File: src/rtl/johnson_phase_monitor.sv
// Phase decoder, sequence checker and lock tracker for a 6-bit twisted-ring counter.
// Optional build macro JPM_STALL_OK_EN: a repeated legal code is tolerated while locked.
module johnson_phase_monitor #(
   parameter int LOCK_COUNT = 3,
   parameter int REV_W      = 8
) (
   input  logic             clk,
   input  logic             rst,
   input  logic             sample_en,
   input  logic [5:0]       ring_q,
   input  logic             clear_err,
   output logic [3:0]       phase,
   output logic [11:0]      phase_onehot,
   output logic             valid,
   output logic             locked,
   output logic             wrap,
   output logic [REV_W-1:0] rev_count,
   output logic             illegal_err,
   output logic             step_err
);

   typedef enum logic [1:0] {SYNC, ACQUIRE, LOCKED, FAULT} state_t;

   localparam logic [3:0] LOCK_CNT = 4'(LOCK_COUNT);

   // {legal, phase}; phase is 0 for illegal codes
   function automatic logic [4:0] decode_code(input logic [5:0] c);
      case (c)
         6'b000000: decode_code = {1'b1, 4'd0};
         6'b100000: decode_code = {1'b1, 4'd1};
         6'b110000: decode_code = {1'b1, 4'd2};
         6'b111000: decode_code = {1'b1, 4'd3};
         6'b111100: decode_code = {1'b1, 4'd4};
         6'b111110: decode_code = {1'b1, 4'd5};
         6'b111111: decode_code = {1'b1, 4'd6};
         6'b011111: decode_code = {1'b1, 4'd7};
         6'b001111: decode_code = {1'b1, 4'd8};
         6'b000111: decode_code = {1'b1, 4'd9};
         6'b000011: decode_code = {1'b1, 4'd10};
         6'b000001: decode_code = {1'b1, 4'd11};
         default:   decode_code = 5'd0;
      endcase
   endfunction

   function automatic logic [5:0] succ_code(input logic [5:0] c);
      return {~c[0], c[5:1]};
   endfunction

   function automatic logic [11:0] onehot12(input logic [3:0] p);
      return 12'd1 << p;
   endfunction

   state_t     state, st_nxt;
   logic [3:0] cnt, cnt_nxt;
   logic [5:0] prev_code;
   logic       prev_valid;

   logic [4:0] dec_cur;
   logic       cur_legal;
   logic [3:0] cur_phase;
   logic       in_seq;
   logic       stall;
   logic       set_ill, set_step, wrap_nxt, rev_inc;

   assign dec_cur   = decode_code(ring_q);
   assign cur_legal = dec_cur[4];
   assign cur_phase = dec_cur[3:0];
   assign in_seq    = prev_valid && (ring_q == succ_code(prev_code));

`ifdef JPM_STALL_OK_EN
   assign stall = prev_valid && cur_legal && (ring_q == prev_code);
`else
   assign stall = 1'b0;
`endif

   always_comb begin
      st_nxt   = state;
      cnt_nxt  = cnt;
      set_ill  = 1'b0;
      set_step = 1'b0;
      wrap_nxt = 1'b0;
      rev_inc  = 1'b0;
      if (sample_en) begin
         if (!cur_legal)
            set_ill = 1'b1;
         case (state)
            SYNC: begin
               if (cur_legal) begin
                  if (LOCK_CNT <= 4'd1) begin
                     st_nxt  = LOCKED;
                     cnt_nxt = 4'd0;
                  end else begin
                     st_nxt  = ACQUIRE;
                     cnt_nxt = 4'd1;
                  end
               end
            end
            ACQUIRE: begin
               if (!cur_legal) begin
                  st_nxt  = SYNC;
                  cnt_nxt = 4'd0;
               end else if (in_seq) begin
                  if (cnt + 4'd1 >= LOCK_CNT) begin
                     st_nxt  = LOCKED;
                     cnt_nxt = 4'd0;
                  end else begin
                     cnt_nxt = cnt + 4'd1;
                  end
               end else if (!stall) begin
                  cnt_nxt = 4'd1;
               end
            end
            LOCKED: begin
               if (!cur_legal) begin
                  st_nxt = FAULT;
               end else if (in_seq) begin
                  // a successor landing on phase 0 can only come from phase 11
                  if (cur_phase == 4'd0) begin
                     wrap_nxt = 1'b1;
                     rev_inc  = 1'b1;
                  end
               end else if (!stall) begin
                  set_step = 1'b1;
                  st_nxt   = FAULT;
               end
            end
            default: ;
         endcase
      end
      if (clear_err) begin
         st_nxt  = SYNC;
         cnt_nxt = 4'd0;
      end
   end

   always_ff @(posedge clk) begin
      if (!rst) begin
         state        <= SYNC;
         cnt          <= 4'd0;
         prev_code    <= 6'd0;
         prev_valid   <= 1'b0;
         phase        <= 4'd0;
         phase_onehot <= 12'd0;
         valid        <= 1'b0;
         locked       <= 1'b0;
         wrap         <= 1'b0;
         rev_count    <= '0;
         illegal_err  <= 1'b0;
         step_err     <= 1'b0;
      end else begin
         state       <= st_nxt;
         cnt         <= cnt_nxt;
         locked      <= (st_nxt == LOCKED);
         wrap        <= wrap_nxt;
         illegal_err <= set_ill  | (illegal_err & ~clear_err);
         step_err    <= set_step | (step_err & ~clear_err);
         if (rev_inc)
            rev_count <= rev_count + REV_W'(1);
         if (sample_en) begin
            prev_code    <= ring_q;
            prev_valid   <= cur_legal;
            valid        <= cur_legal;
            phase_onehot <= cur_legal ? onehot12(cur_phase) : 12'd0;
            if (cur_legal)
               phase <= cur_phase;
         end
      end
   end

endmodule

File: config.mk
export PLATFORM = sky130hd
export DESIGN_NAME = johnson_phase_monitor
export DESIGN_NICKNAME = d
export VERILOG_FILES = /design/src/rtl/johnson_phase_monitor.sv
export SDC_FILE = /design/constraint.sdc
export NUM_CORES = 1
export LEC_CHECK = 0
export ABC_AREA = 1
export BUFFER_PORTS_ARGS = -buffer_cell sky130_fd_sc_hd__buf_2
export CAP_MARGIN = 20
export CORE_ASPECT_RATIO = 0.6
export CORE_MARGIN = 2
export CORE_UTILIZATION = 49
export CTS_CLUSTER_DIAMETER = 80
export CTS_CLUSTER_SIZE = 25
export DETAILED_ROUTE_END_ITERATION = 16
export PLACE_DENSITY = 0.75
export SETUP_SLACK_MARGIN = 0.15
export SLEW_MARGIN = 20
export SYNTH_ARGS = -nofsm -noshare
export SYNTH_HDL_FRONTEND = slang
export SYNTH_SLANG_ARGS = --single-unit
export TNS_END_PERCENT = 30
File: constraint.sdc
create_clock -name clk -period 1.4 [get_ports clk]
set_input_delay 0.21 -clock clk [delete_from_list [all_inputs] [get_ports clk]]
set_output_delay 0.21 -clock clk [all_outputs]
set_load 0.1 [all_outputs]
== Word-level counts from Yosys, hierarchy flattened ==
Index checks and enable logic that the tools add are counted.
Cells by class
  $add $sub $neg: 2
  order comparisons: 1
  equal/unequal tests: 16
  shift operators: 1
  muxes and demuxes: 27
  bitwise operators: 7
  reductions and logical operators: 8
Operator list (count)
  case mux 5 bit (12 select lines): 1
  equality test 6 bit, second input constant: 6
  2-to-1 mux 2 bit: 8
  2-to-1 mux 4 bit: 4
  2-to-1 mux 12 bit: 1
  left shift 1 x 4 -> 12 bit, first input constant: 1
  2-to-1 mux 1 bit: 11
  adder 8 x 1 -> 8 bit, second input constant: 1
  case mux 4 bit (2 select lines): 1
  equality test 6 x 1 -> 1 bit, second input constant: 1
  equality test 6 x 2 -> 1 bit, second input constant: 1
  equality test 6 x 3 -> 1 bit, second input constant: 1
  equality test 6 x 4 -> 1 bit, second input constant: 1
  equality test 6 x 5 -> 1 bit, second input constant: 1
  equality test 6 bit: 1
  logical NOT 6 bit: 1
  case mux 2 bit (3 select lines): 1
  adder 4 x 1 -> 4 bit, second input constant: 1
  equality test 2 bit, second input constant: 2
  greater-or-equal comparator 4 x 2 -> 1 bit, second input constant: 1
  logical NOT 4 bit: 1
  NOT 1 bit: 3
  AND reduction 3 bit: 1
  AND 1 bit: 2
  other kinds (8): 9
Storage, ports and cells
  register bits after elaboration: 41
  input bits: 10
  output and inout bits: 29
  logic and storage cells: 73

== Logic depth before layout (Yosys ltp) ==
Gate-level depths: netlist of the first run.
  depth in word-level cells: 9
  depth in mapped cells: 13
  depth with buffers taken out: 12

== Worst setup path before layout of the first run ==
Ideal clock, no wire load.
  path kind: register to register
  start: register prev_valid
  end: register rev_count[3]
  setup time: 119 ps
  data arrival time: 2022 ps
  required time: 1281 ps
  path slack: -741 ps
  stages on the path, launching flop included: 11
  buffers on the path: 1
  path through: dfxtp_1 -> o21ai_0 -> nor2_1 -> nand2_1 -> nor2_4 -> nand4_1 -> nor2_2 -> buf_6 -> nand3_1 -> nand2_1 -> nor2_1
On the way
  longest elaborated chain between the ends: 5
Ends and longest elaborated chain
  start, declared: RTL line 56  | logic prev_valid;
  start signal, assigned: RTL line 161  | prev_valid <= cur_legal;
  logical AND 1 bit: RTL line 68  | assign in_seq = prev_valid && (ring_q == succ_code(prev_code));
  2-to-1 mux 1 bit: RTL line 116  | end else if (in_seq) begin
  2-to-1 mux 1 bit: RTL line 114  | if (!cur_legal) begin
  2-to-1 mux 1 bit (2 in a row)
  end signal, assigned: RTL line 158  | rev_count <= rev_count + REV_W'(1);
  end, declared: RTL line 17  | output logic [REV_W-1:0] rev_count,
No other way between the ends.
A chain may end at the register's enable or synchronous reset.

== Final worst setup path of the first run ==
  start: register prev_code[2]
  end: register rev_count[5]
On the way
  longest elaborated chain between the ends: 6
Ends and longest elaborated chain
  start, declared: RTL line 55  | logic [5:0] prev_code;
  start signal, assigned: RTL line 160  | prev_code <= ring_q;
  equality test 6 bit: RTL line 68
  logical AND 1 bit: RTL line 68
  2-to-1 mux 1 bit: RTL line 116
  2-to-1 mux 1 bit: RTL line 114
  2-to-1 mux 1 bit (2 in a row)
No other way between the ends.

==> summary.txt, run 1 <==
Status
  – Outcome: finished, violations left
  – Failing checks: negative setup slack

STA
  – Final Hold Viols: 0
  – Worst Tran Pin Value: 0.501 ns
  – Clk_skew: 0.00686 ns
  – Final WS setup: -0.145 ns
  – Setup-failing EPs final: 12
  – Part of the cycle the worst path needs: 1.10
  – Setup TNS: -0.971 ns
  – Highest Clock Rate: roughly 0.65 GHz
  – Max Slew Vio Count: 0
  – RSZ-0062 raised after global routing: true
  – Final min period: about 1.5 ns
  – Rel. slew slack: 0.665

Finish
  – Syn-to-layout area delta: 47.4%
  – Most frequent cells in the layout: 78 x buf_4, 65 x nand2_1, 36 x nor2_1
  – Total Nets Final: around 410
  – Most common cell after layout, fill and taps aside: buf_4
  – Share of layout cells above drive strength 1: 0.399
  – Diode count: 0
  – Non-Filler Instances: ~450
  – FILL cells: 302

Clock network
  – Htree depth: 2
  – CTS Sinks: just over 40
  – Clk Latency, worst-skew pair: 0.30 ns
  – Clock transition at path regs: 0.09 ns
  – TritonCTS Buffers: 5
  – CTS root buf: clkbuf_8
  – CTS tree: yes
  – Max clock buf depth: 2

Critical path
  – CP max-delay cell: dfxtp_4
  – Worst R2R Setup Slack: -0.14 ns
  – Critical Path RT: 1.60 ns
  – Worst flop-to-flop path endpoint: rev_count[5]$_SDFFE_PN0P_
  – Setup crit end kind: flop
  – Worst Path Arrival: 1.75 ns
  – Worst Setup Start Kind: flop
  – Reg-to-Reg Start: prev_code[2]$_SDFFE_PN0P_
  – CP dominant cell by count: nand2_1
  – Maximum single-stage delay on the critical path: ~0.38 ns
  – CP cell instances: inv_2 -> nand2_1 -> nand2_1 -> nor2_1 -> nand2_2 -> nor2_4 -> nand4_1 -> nor2_2 -> buf_6 -> nand3_1 -> nand2_1 -> nor2_1
  – R2r worst-path depth: 12
  – Type of the worst setup path: reg -> reg
  – CP max FO: 11

Global routing
  – Initial antenna violation count: 0
  – GRT overflow: 0
  – GRT Overall Usage: 0.271
  – Largest net degree at the start of global routing: 20
  – Vias in the first global route: between 2000 and 2500
  – First-pass GRT wire length: 9770 um

Drt
  – WL/cell: about 14 um
  – DRC violations left: 0
  – Final wirelength: between 6000 and 7000 um
  – Antenna-violating nets left: 0
  – Vias per cell: ~5.2
  – Vias: approximately 2400
  – Drt pass-1 iters: 7
  – Drt initial violations: roughly 210

Synthesis
  – Leading area contributor after synthesis: dfxtp_1
  – Post-synth top area share: 0.396
  – Sequential-to-total area share from yosys stat: 0.396
  – Synth Cell Area: between 0.002 and 0.0025 mm^2
  – Yosys warning total: 0
  – Synth Instances: about 310
  – Net Count, Synth: 320
  – Seq cells post-synth: 41
  – Avg Inst Size Synth: 6.75 um^2
  – Number of distinct library cells after synthesis: 29
  – Synth area leaders: dfxtp_1 40%, nand2_1 13%, nor2_1 8.3%, a21oi_1 7.0%, nand3_1 7.0%

Floorplanning
  – Boundary pin count: 39
  – Die X: ~90 um
  – Rows: 18
  – Core Footprint: 0.00408 mm^2
  – Initial core utilization: 0.508
  – Die Area: 0.00478 mm^2
  – Die Y: 54.4 um

Worst hold path
  – Hold_sp: clear_err
  – Hold Path End: state[0]$_SDFF_PN0_
  – Worst Hold Path Cells: 4
  – Hold crit path type: in -> reg

Placed design
  – DP HPWL: roughly 4400 um
  – Routability Congestion: about 1.0
  – Placed cells: around 440
  – Port buffer count: 38

Power
  – Peak VDD IR: 0.622 mV
  – LEAKAGE: 1.39 nW
  – Total power: 2.84 mW
  – P per Cell Area: between 900 and 1000 mW/mm^2

Run
  – Maxcap violations: 0
[cells in the mapped netlist, drive strengths merged]
library cell and instances:
clkinv 1, dfxtp 41, ha 3, inv 32, o211ai 1, a21oi 30, buf 6, xor2 1
clkbuf 4, xnor2 1, o31ai 1, a31oi 1, nand4 10, nand3 31, o21a 1, nor2 56
o21ai 12, nand2 73, nor3 2
[state kept, by name (all words and copies together) (netlist names)]
register	flops
rev_count	8
illegal_err	1
state	2
phase_onehot	12
cnt	4
prev_valid	1
prev_code	6
step_err	1
phase	4
locked	1
wrap	1
[routing by layer]
metal,vias to the layer above,track usage,routed length [um]
li1,1163,-,-
met1,1052,0.394,2980
met5,-,0,0
met2,129,0.393,2450
met4,0,0.0897,116
met3,20,0.0633,598
[area by class of cell]
| type | instances | area, um^2 | share of cell area |
|---|---|---|---|
| repair buffers | 88 | 656 | 0.215 |
| clock buffers | 5 | 68.8 | 0.0226 |
| inverters | 33 | 129 | 0.0422 |
| well taps | 60 | 75.1 | 0.0246 |
| multi-input cells | 223 | 1210 | 0.396 |
| flip-flops and latches | 41 | 847 | 0.278 |
| clock inverters | 3 | 68.8 | 0.0226 |
[worst max-delay path, delay by kind of cell, from the launching register on]
| family | cells | cell delay (ns) |
|---|---|---|
| flip-flops | 1 | 0.38 |
| buffers and inverters | 2 | 0.18 |
| AND/OR/NAND/NOR | 10 | 0.89 |
[how the worst max path moves through the flow]
stage | end | slack (ns) | cells after the start | startpoint
after floorplan | rev_count[3]$_SDFFE_PN0P_ | -0.18 | 10 | prev_valid$_SDFFE_PN0P_
after global placement | rev_count[4]$_SDFFE_PN0P_ | -0.39 | 12 | ring_q[5]
after detailed placement | rev_count[1]$_SDFFE_PN0P_ | -0.45 | 11 | ring_q[0]
after CTS | rev_count[5]$_SDFFE_PN0P_ | -0.09 | 12 | prev_code[2]$_SDFFE_PN0P_
after global routing | rev_count[4]$_SDFFE_PN0P_ | -0.22 | 12 | prev_code[5]$_SDFFE_PN0P_
final | rev_count[5]$_SDFFE_PN0P_ | -0.14 | 12 | prev_code[2]$_SDFFE_PN0P_
[report_power, final]
part	total (mW)	internal, mW	leakage (nW)	switching (mW)
clock network	1.16	0.718	0.0687	0.442
registers	1.21	1.19	0.340	0.0230
logic	0.470	0.164	0.982	0.306
[cells by family (layout without fill, tap and decap cells)]
logic type               after synthesis  after routing  share of synthesized area
AND/OR/NAND/NOR                      172            172                      0.372
XOR/XNOR                               2              2                    0.00846
flip-flops                            41             41                      0.396
adder cells (fa/ha/maj)                3              3                     0.0181
AO/OA/AOI/OAI                         46             46                      0.117
buffers and inverters                 43            129                     0.0882
[metrics by stage]
step	area (um^2)	hold WS [ns]	util	setup WS (ns)
6_report	3050	0.219	0.749	-0.145
5_1_grt	3050	0.199	0.749	-0.222
4_1_cts	2960	0.188	0.726	-0.0936
3_5_place_dp	2660	0.449	0.653	-0.447
3_3_place_gp	2660	0.436	0.653	-0.394
2_1_floorplan	2090	0.348	-	-0.179
[timing repair]
action                                  CTS  global route
pin swaps                                15            10
hold endpoints to repair                  0             0
hold buffers                              0             0
buffers inserted                          1             0
endpoints found under the setup margin   54            29
gates resized for setup                  57            33
Power figures use the tool's default switching activity.
==> run 2, diff against run 1 <==
--- a/config.mk
+++ b/config.mk
@@ -10,11 +10,11 @@
 export CAP_MARGIN = 20
 export CORE_ASPECT_RATIO = 0.6
 export CORE_MARGIN = 2
-export CORE_UTILIZATION = 49
+export CORE_UTILIZATION = 59
 export CTS_CLUSTER_DIAMETER = 80
 export CTS_CLUSTER_SIZE = 25
 export DETAILED_ROUTE_END_ITERATION = 16
-export PLACE_DENSITY = 0.75
+export PLACE_DENSITY = 0.84
 export SETUP_SLACK_MARGIN = 0.15
 export SLEW_MARGIN = 20
 export SYNTH_ARGS = -nofsm -noshare
==> constraint.sdc (replaced) <==
create_clock -name clk -period 1.83 [get_ports clk]
set_input_delay 0.2745 -clock clk [delete_from_list [all_inputs] [get_ports clk]]
set_output_delay 0.2745 -clock clk [all_outputs]
set_load 0.02 [all_outputs]
==> run 2 against run 1 <==
- the run now ends clean
- global-route usage increased by 0.92 points
- via count decreased by 9.7%
- wire length decreased by 15%
- sequential share of layout area increased by 5.8 points
- clock skew increased by 0.0013 ns
- sequential cell count unchanged
- sequential power decreased by 24%
- highest routed layer unchanged
==> summary.txt, run 2 (same netlist as run 1, synthesis figures left out) <==
Drt
  – WL/cell: 13.0 um (-4.0%)
  – Drt pass-1 iters: 6 (-1)
  – Drt initial violations: 252 (+19%)
  – Antenna-violating nets left: 0 (unchanged)
  – DRC violations left: 0 (unchanged)
  – Final wirelength: 5210 um (-15%)
  – Vias: 2135 (-9.7%)
  – Vias per cell: 5.34 (+2.3%)

STA
  – Clk_skew: 0.00818 ns (+0.00132 ns)
  – Setup TNS: 0 ns (+0.971 ns)
  – Rel. slew slack: 0.679 (+0.0148)
  – Worst Tran Pin Value: 0.479 ns (-0.0221 ns)
  – Part of the cycle the worst path needs: 0.850
  – RSZ-0062 raised after global routing: false
  – Final min period: 1.56 ns
  – Max Slew Vio Count: 0 (unchanged)
  – Highest Clock Rate: approximately 0.64 GHz
  – Setup-failing EPs final: 0 (-12)
  – Final WS setup: 0.275 ns (+0.419 ns)
  – Final Hold Viols: 0 (unchanged)

Global routing
  – Largest net degree at the start of global routing: 27 (+35%)
  – First-pass GRT wire length: 8550 um (-12%)
  – Initial antenna violation count: 0 (unchanged)
  – GRT overflow: 0 (unchanged)
  – GRT Overall Usage: 0.280 (+0.00917)
  – Vias in the first global route: 1861 (-9.1%)

Floorplanning
  – Die X: 80.5 um (-8.5%)
  – Boundary pin count: 39 (unchanged)
  – Rows: 16 (-2)
  – Die Y: 49.9 um (-8.2%)
  – Die Area: 0.00402 mm^2 (-16%)
  – Core Footprint: 0.00330 mm^2 (-19%)
  – Initial core utilization: 0.627 (+0.119)

Critical path
  – CP cell instances: buf_2 -> nand2_1 -> inv_1 -> nand4_1 -> nand2_1 -> nor2_2 -> nand2_1 -> nor2_2 -> nand3_1 -> a21oi_1
  – Critical Path RT: 2.06 ns (+0.46 ns)
  – Setup crit end kind: flop
  – CP max FO: 8 (-3)
  – CP max-delay cell: nor2_2
  – Maximum single-stage delay on the critical path: 0.27 ns (-0.11 ns)
  – Worst Path Arrival: 1.78 ns (+0.03 ns)
  – Cell family with most CP delay: simple AND/OR/NAND/NOR gates
  – Type of the worst setup path: in -> reg
  – CP dominant cell by count: nand2_1
  – CP Buf/Inv Count: 2 (unchanged)
  – Worst Setup Start Kind: input port

Status
  – Outcome: finished clean

Clock network
  – Clock transition at path regs: 0.08 ns (about the same)
  – Hold-fix buffers at CTS: 0 (unchanged)
  – Clk Latency, worst-skew pair: 0.30 ns (about the same)
  – CTS root buf: clkbuf_8
  – Htree depth: 2 (unchanged)
  – Max clock buf depth: 2 (unchanged)
  – CTS tree: yes
  – TritonCTS Buffers: 5 (unchanged)
  – CTS Sinks: 41 (unchanged)

Placed design
  – Port buffer count: 38 (unchanged)
  – Place WS: 0.0290 ns (+0.476 ns)
  – Routability Congestion: 0.964 (-7.7%)
  – DP HPWL: 3960 um (-9.3%)

Finish
  – Diode count: 0 (unchanged)
  – Most common cell after layout, fill and taps aside: nand2_1
  – Largest register FFs: 12 (unchanged)
  – Total Nets Final: 367 (-9.4%)
  – FILL cells: 289 (-4.3%)
  – Largest regs: phase_onehot x12, rev_count x8, prev_code x6
  – Syn-to-layout area delta: 18.4%
  – Footprint of the multi-input gates: 0.00108 mm^2 (-11%)
  – Reg area: 823 um^2 (-2.8%)
  – Most frequent cells in the layout: 73 x nand2_1, 46 x nor2_1, 39 x dfxtp_1
  – Share of layout cells above drive strength 1: 0.214 (-0.185)
  – Reg with most FFs: phase_onehot

Power
  – P per Cell Area: 707 mW/mm^2 (-24%)
  – Peak VDD IR: 0.517 mV (-17%)
  – LEAKAGE: 1.17 nW (-16%)

Worst hold path
  – Hold crit path type: in -> reg

Run
  – Maxcap violations: 0 (unchanged)
## run 2: path summary, 6_finish.rpt
kind	startpoint	end	slack (ns)	depth (start not counted)
setup / recovery	ring_q[4]	phase_onehot[0]$_SDFFE_PN0P_	0.27	10
hold / removal	clear_err	state[0]$_SDFF_PN0_	0.27	4
setup reg to reg	prev_code[2]$_SDFFE_PN0P_	rev_count[1]$_SDFFE_PN0P_	0.29	11
hold reg to reg	phase_onehot[2]$_SDFFE_PN0P_	phase_onehot[2]$_SDFFE_PN0P_	0.46	2
## run 2: per-stage QoR
stage	area, um^2	hold WS (ns)	utilization	std cells	power (mW)
4_1_cts	2410	0.257	0.730	397	1.73
6_report	2450	0.267	0.742	400	1.73
2_1_floorplan	2070	0.413	-	307	1.09
3_5_place_dp	2330	0.451	0.704	389	1.15
3_3_place_gp	2330	0.446	0.704	389	1.15
5_1_grt	2450	0.295	0.742	400	1.80
## run 2: tightest hold or removal path: cells and delay by family
family	cells	cell delay, ns
buf+inv	1	0.10
simple gates	2	0.10
compound gates	1	0.05
## run 2: cell type report
type                    instances  area share
well taps                      45      0.0230
clock inverters                 3     0.00715
clock buffers                   5      0.0281
flip-flops and latches         41       0.336
multi-input cells             223       0.440
inverters                      33      0.0505
repair buffers                 50       0.116
## run 2: per-layer routing
metal	vias up	GRT usage	wire length, um
met3	5	0.0842	522
met1	939	0.408	2560
li1	1090	-	-
met5	-	0	0
met4	0	0.105	46
met2	101	0.385	2080
## run 2: where the power goes
| part | switching [mW] | total, mW | internal (mW) |
|---|---|---|---|
| Clock | 0.331 | 0.594 | 0.263 |
| Combinational | 0.147 | 0.212 | 0.0655 |
| Sequential | 0.0129 | 0.925 | 0.912 |
## run 2: repair_timing
item,in CTS,in global routing
buffers inserted,0,3
resized for setup,0,5
endpoints found under the setup margin,0,12
==> run 3, diff against run 2 <==
--- a/config.mk
+++ b/config.mk
@@ -10,11 +10,11 @@
 export CAP_MARGIN = 20
 export CORE_ASPECT_RATIO = 0.6
 export CORE_MARGIN = 2
-export CORE_UTILIZATION = 59
+export CORE_UTILIZATION = 49
 export CTS_CLUSTER_DIAMETER = 80
 export CTS_CLUSTER_SIZE = 25
 export DETAILED_ROUTE_END_ITERATION = 16
-export PLACE_DENSITY = 0.84
+export PLACE_DENSITY = 0.75
 export SETUP_SLACK_MARGIN = 0.15
 export SLEW_MARGIN = 20
 export SYNTH_ARGS = -nofsm -noshare
==> constraint.sdc (replaced) <==
create_clock -name clk -period 1.3 [get_ports clk]
set_input_delay 0.195 -clock clk [delete_from_list [all_inputs] [get_ports clk]]
set_output_delay 0.195 -clock clk [all_outputs]
set_load 0.02 [all_outputs]
==> run 3 against run 2 <==
- the run now ends with negative setup slack left
- combinational power up 110%
- wire length up 16%
- largest power group unchanged
- sequential power up 41%
- sequential share of layout area down 5.9 points
- clock skew down 0.0012 ns
- core utilization down 1.1 points
- critical path depth up 2
- critical endpoint is now rev_count[1]$_SDFFE_PN0P_
- largest cell class unchanged
==> summary.txt, run 3 (same netlist as run 1, synthesis figures left out) <==
Clock network
  – Clock transition at path regs: 0.08 ns (about the same)
  – CTS root buf: clkbuf_8
  – CTS tree: yes
  – TritonCTS Buffers: 5 (unchanged)
  – Htree depth: 2 (unchanged)
  – Max clock buf depth: 2 (unchanged)
  – Clk Latency, worst-skew pair: 0.30 ns (about the same)
  – Hold-fix buffers at CTS: 0 (unchanged)
  – CTS Sinks: 41 (unchanged)

Finish
  – Largest regs: phase_onehot x12, rev_count x8, prev_code x6
  – FILL cells: 314 (+8.7%)
  – Most common cell after layout, fill and taps aside: nand2_1
  – Total Nets Final: 405 (+10%)
  – Non-Filler Instances: 453 (+13%)
  – Largest register FFs: 12 (unchanged)
  – Diode count: 0 (unchanged)
  – Reg with most FFs: phase_onehot
  – Most frequent cells in the layout: 60 x nand2_1, 48 x buf_4, 38 x dfxtp_1
  – Post-layout instance area: 0.00298 mm^2 (+22%)
  – Share of layout cells above drive strength 1: 0.387 (+0.173)
  – Syn-to-layout area delta: 44.0%

Critical path
  – Type of the worst setup path: reg -> reg
  – CP max FO: 5 (-3)
  – Worst Setup Start Kind: flop
  – Setup crit end kind: flop
  – Worst Path Arrival: 1.83 ns (+0.05 ns)
  – Worst R2R Setup Slack: -0.33 ns (-0.62 ns)
  – Critical Path RT: 1.50 ns (-0.56 ns)

Placed design
  – Place WS: -0.414 ns (-0.443 ns)
  – Routability Congestion: 0.949 (-1.5%)
  – Placed cells: 443 (+14%)
  – Area after DPL: 0.00265 mm^2 (+14%)
  – Port buffer count: 38 (unchanged)
  – DP HPWL: 4160 um (+5.1%)

STA
  – Final WS setup: -0.328 ns (-0.602 ns)
  – Hold slack: 0.184 ns (-0.0831 ns)
  – Highest Clock Rate: 0.614 GHz
  – Worst Tran Pin Value: 0.307 ns (-0.172 ns)
  – Rel. slew slack: 0.795 (+0.115)
  – RSZ-0062 raised after global routing: true
  – Setup-failing EPs final: 15 (+15)
  – Clk_skew: 0.00698 ns (-0.00120 ns)
  – Final min period: roughly 1.6 ns
  – Max Slew Vio Count: 0 (unchanged)
  – Final Hold Viols: 0 (unchanged)
  – Part of the cycle the worst path needs: 1.25

Status
  – Failing checks: negative setup slack
  – Outcome: finished, violations left

Global routing
  – Largest net degree at the start of global routing: 27 (unchanged)
  – GRT overflow: 0 (unchanged)
  – First-pass GRT wire length: 8950 um (+4.7%)
  – Vias in the first global route: 1903 (+2.3%)
  – Initial antenna violation count: 0 (unchanged)
  – GRT Overall Usage: 0.249 (-0.0308)

Floorplanning
  – Core Footprint: 0.00408 mm^2 (+23%)
  – Die X: 87.9 um (+9.3%)
  – Boundary pin count: 39 (unchanged)
  – Rows: 18 (+2)
  – Die Y: 54.4 um (+8.9%)
  – Die Area: 0.00478 mm^2 (+19%)
  – Initial core utilization: 0.508 (-0.119)

Drt
  – WL/cell: 13.3 um (+2.2%)
  – Vias: 2331 (+9.2%)
  – Antenna-violating nets left: 0 (unchanged)
  – Drt pass-1 iters: 5 (-1)
  – Final wirelength: 6030 um (+16%)
  – Drt initial violations: 179 (-29%)
  – Vias per cell: 5.15 (-3.6%)
  – DRC violations left: 0 (unchanged)

Power
  – P per Cell Area: 859 mW/mm^2 (+22%)
  – LEAKAGE: 1.42 nW (+21%)
  – Peak VDD IR: 0.646 mV (+25%)
  – Total power: 2.56 mW (+48%)

Worst hold path
  – Hold crit path type: in -> reg

Run
  – Maxcap violations: 0 (unchanged)
-- run 3: cell count changes in the layout (fill, tap and decap cells not counted), sizes merged --
cell	previous run	this run
buf	50	88
-- run 3: metrics by stage --
stage | utilization | TNS (ns)
3_3_place_gp | 0.651 | -7.15
3_5_place_dp | 0.651 | -7.26
6_report | 0.731 | -4.09
2_1_floorplan | - | -0.464
4_1_cts | 0.697 | -2.71
5_1_grt | 0.731 | -5.45
-- run 3: final timing paths --
kind / from / to / cells past startpoint
setup / recovery: prev_code[2]$_SDFFE_PN0P_ / rev_count[1]$_SDFFE_PN0P_ / 12
setup reg to reg: prev_code[2]$_SDFFE_PN0P_ / rev_count[1]$_SDFFE_PN0P_ / 12
hold / removal: rst / prev_code[5]$_SDFFE_PN0P_ / 3
hold reg to reg: phase_onehot[0]$_SDFFE_PN0P_ / phase_onehot[0]$_SDFFE_PN0P_ / 2
-- run 3: repair_timing --
item                       4_1_cts  5_1_grt
pin swaps                       18       14
cloned                           0        0
gates resized for setup         32       40
setup buffers                    0        2
setup endpoints to repair       26       26
-- run 3: final cells by class --
| type | count | area (um^2) | share of cell area |
|---|---|---|---|
| multi-input combinational | 223 | 1250 | 0.418 |
| sequential | 41 | 827 | 0.277 |
| timing repair buffer | 88 | 619 | 0.208 |
| inverter | 33 | 126 | 0.0424 |
| tap | 60 | 75.1 | 0.0252 |
| clock buffer | 5 | 68.8 | 0.0231 |
| clock inverter | 3 | 17.5 | 0.00587 |
-- run 3: report_power, final --
group          internal (mW)  switching (mW)  leakage [nW]
Combinational          0.181           0.264          1.04
Clock                  0.370           0.443        0.0439
Sequential              1.28          0.0188         0.334
-- run 3: metal layers --
| layer | vias up | track usage | wire length (um) |
|---|---|---|---|
| met3 | 13 | 0.0573 | 477 |
| met5 | - | 0 | 0 |
| met4 | 0 | 0.0513 | 113 |
| met1 | 1057 | 0.373 | 2920 |
| li1 | 1168 | - | - |
| met2 | 93 | 0.364 | 2520 |
-- run 3: critical path: stages, from the launching register on --
cell	delay (ns)
dfxtp_2	0.33
buf_6	0.11
nand2_4	0.06
nand2_4	0.05
nor2_4	0.10
nand2_2	0.08
nor2_4	0.18
buf_4	0.14
nand3_4	0.07
nor2_4	0.17
nand2_2	0.10
nor2_2	0.09
nor2_1	0.05
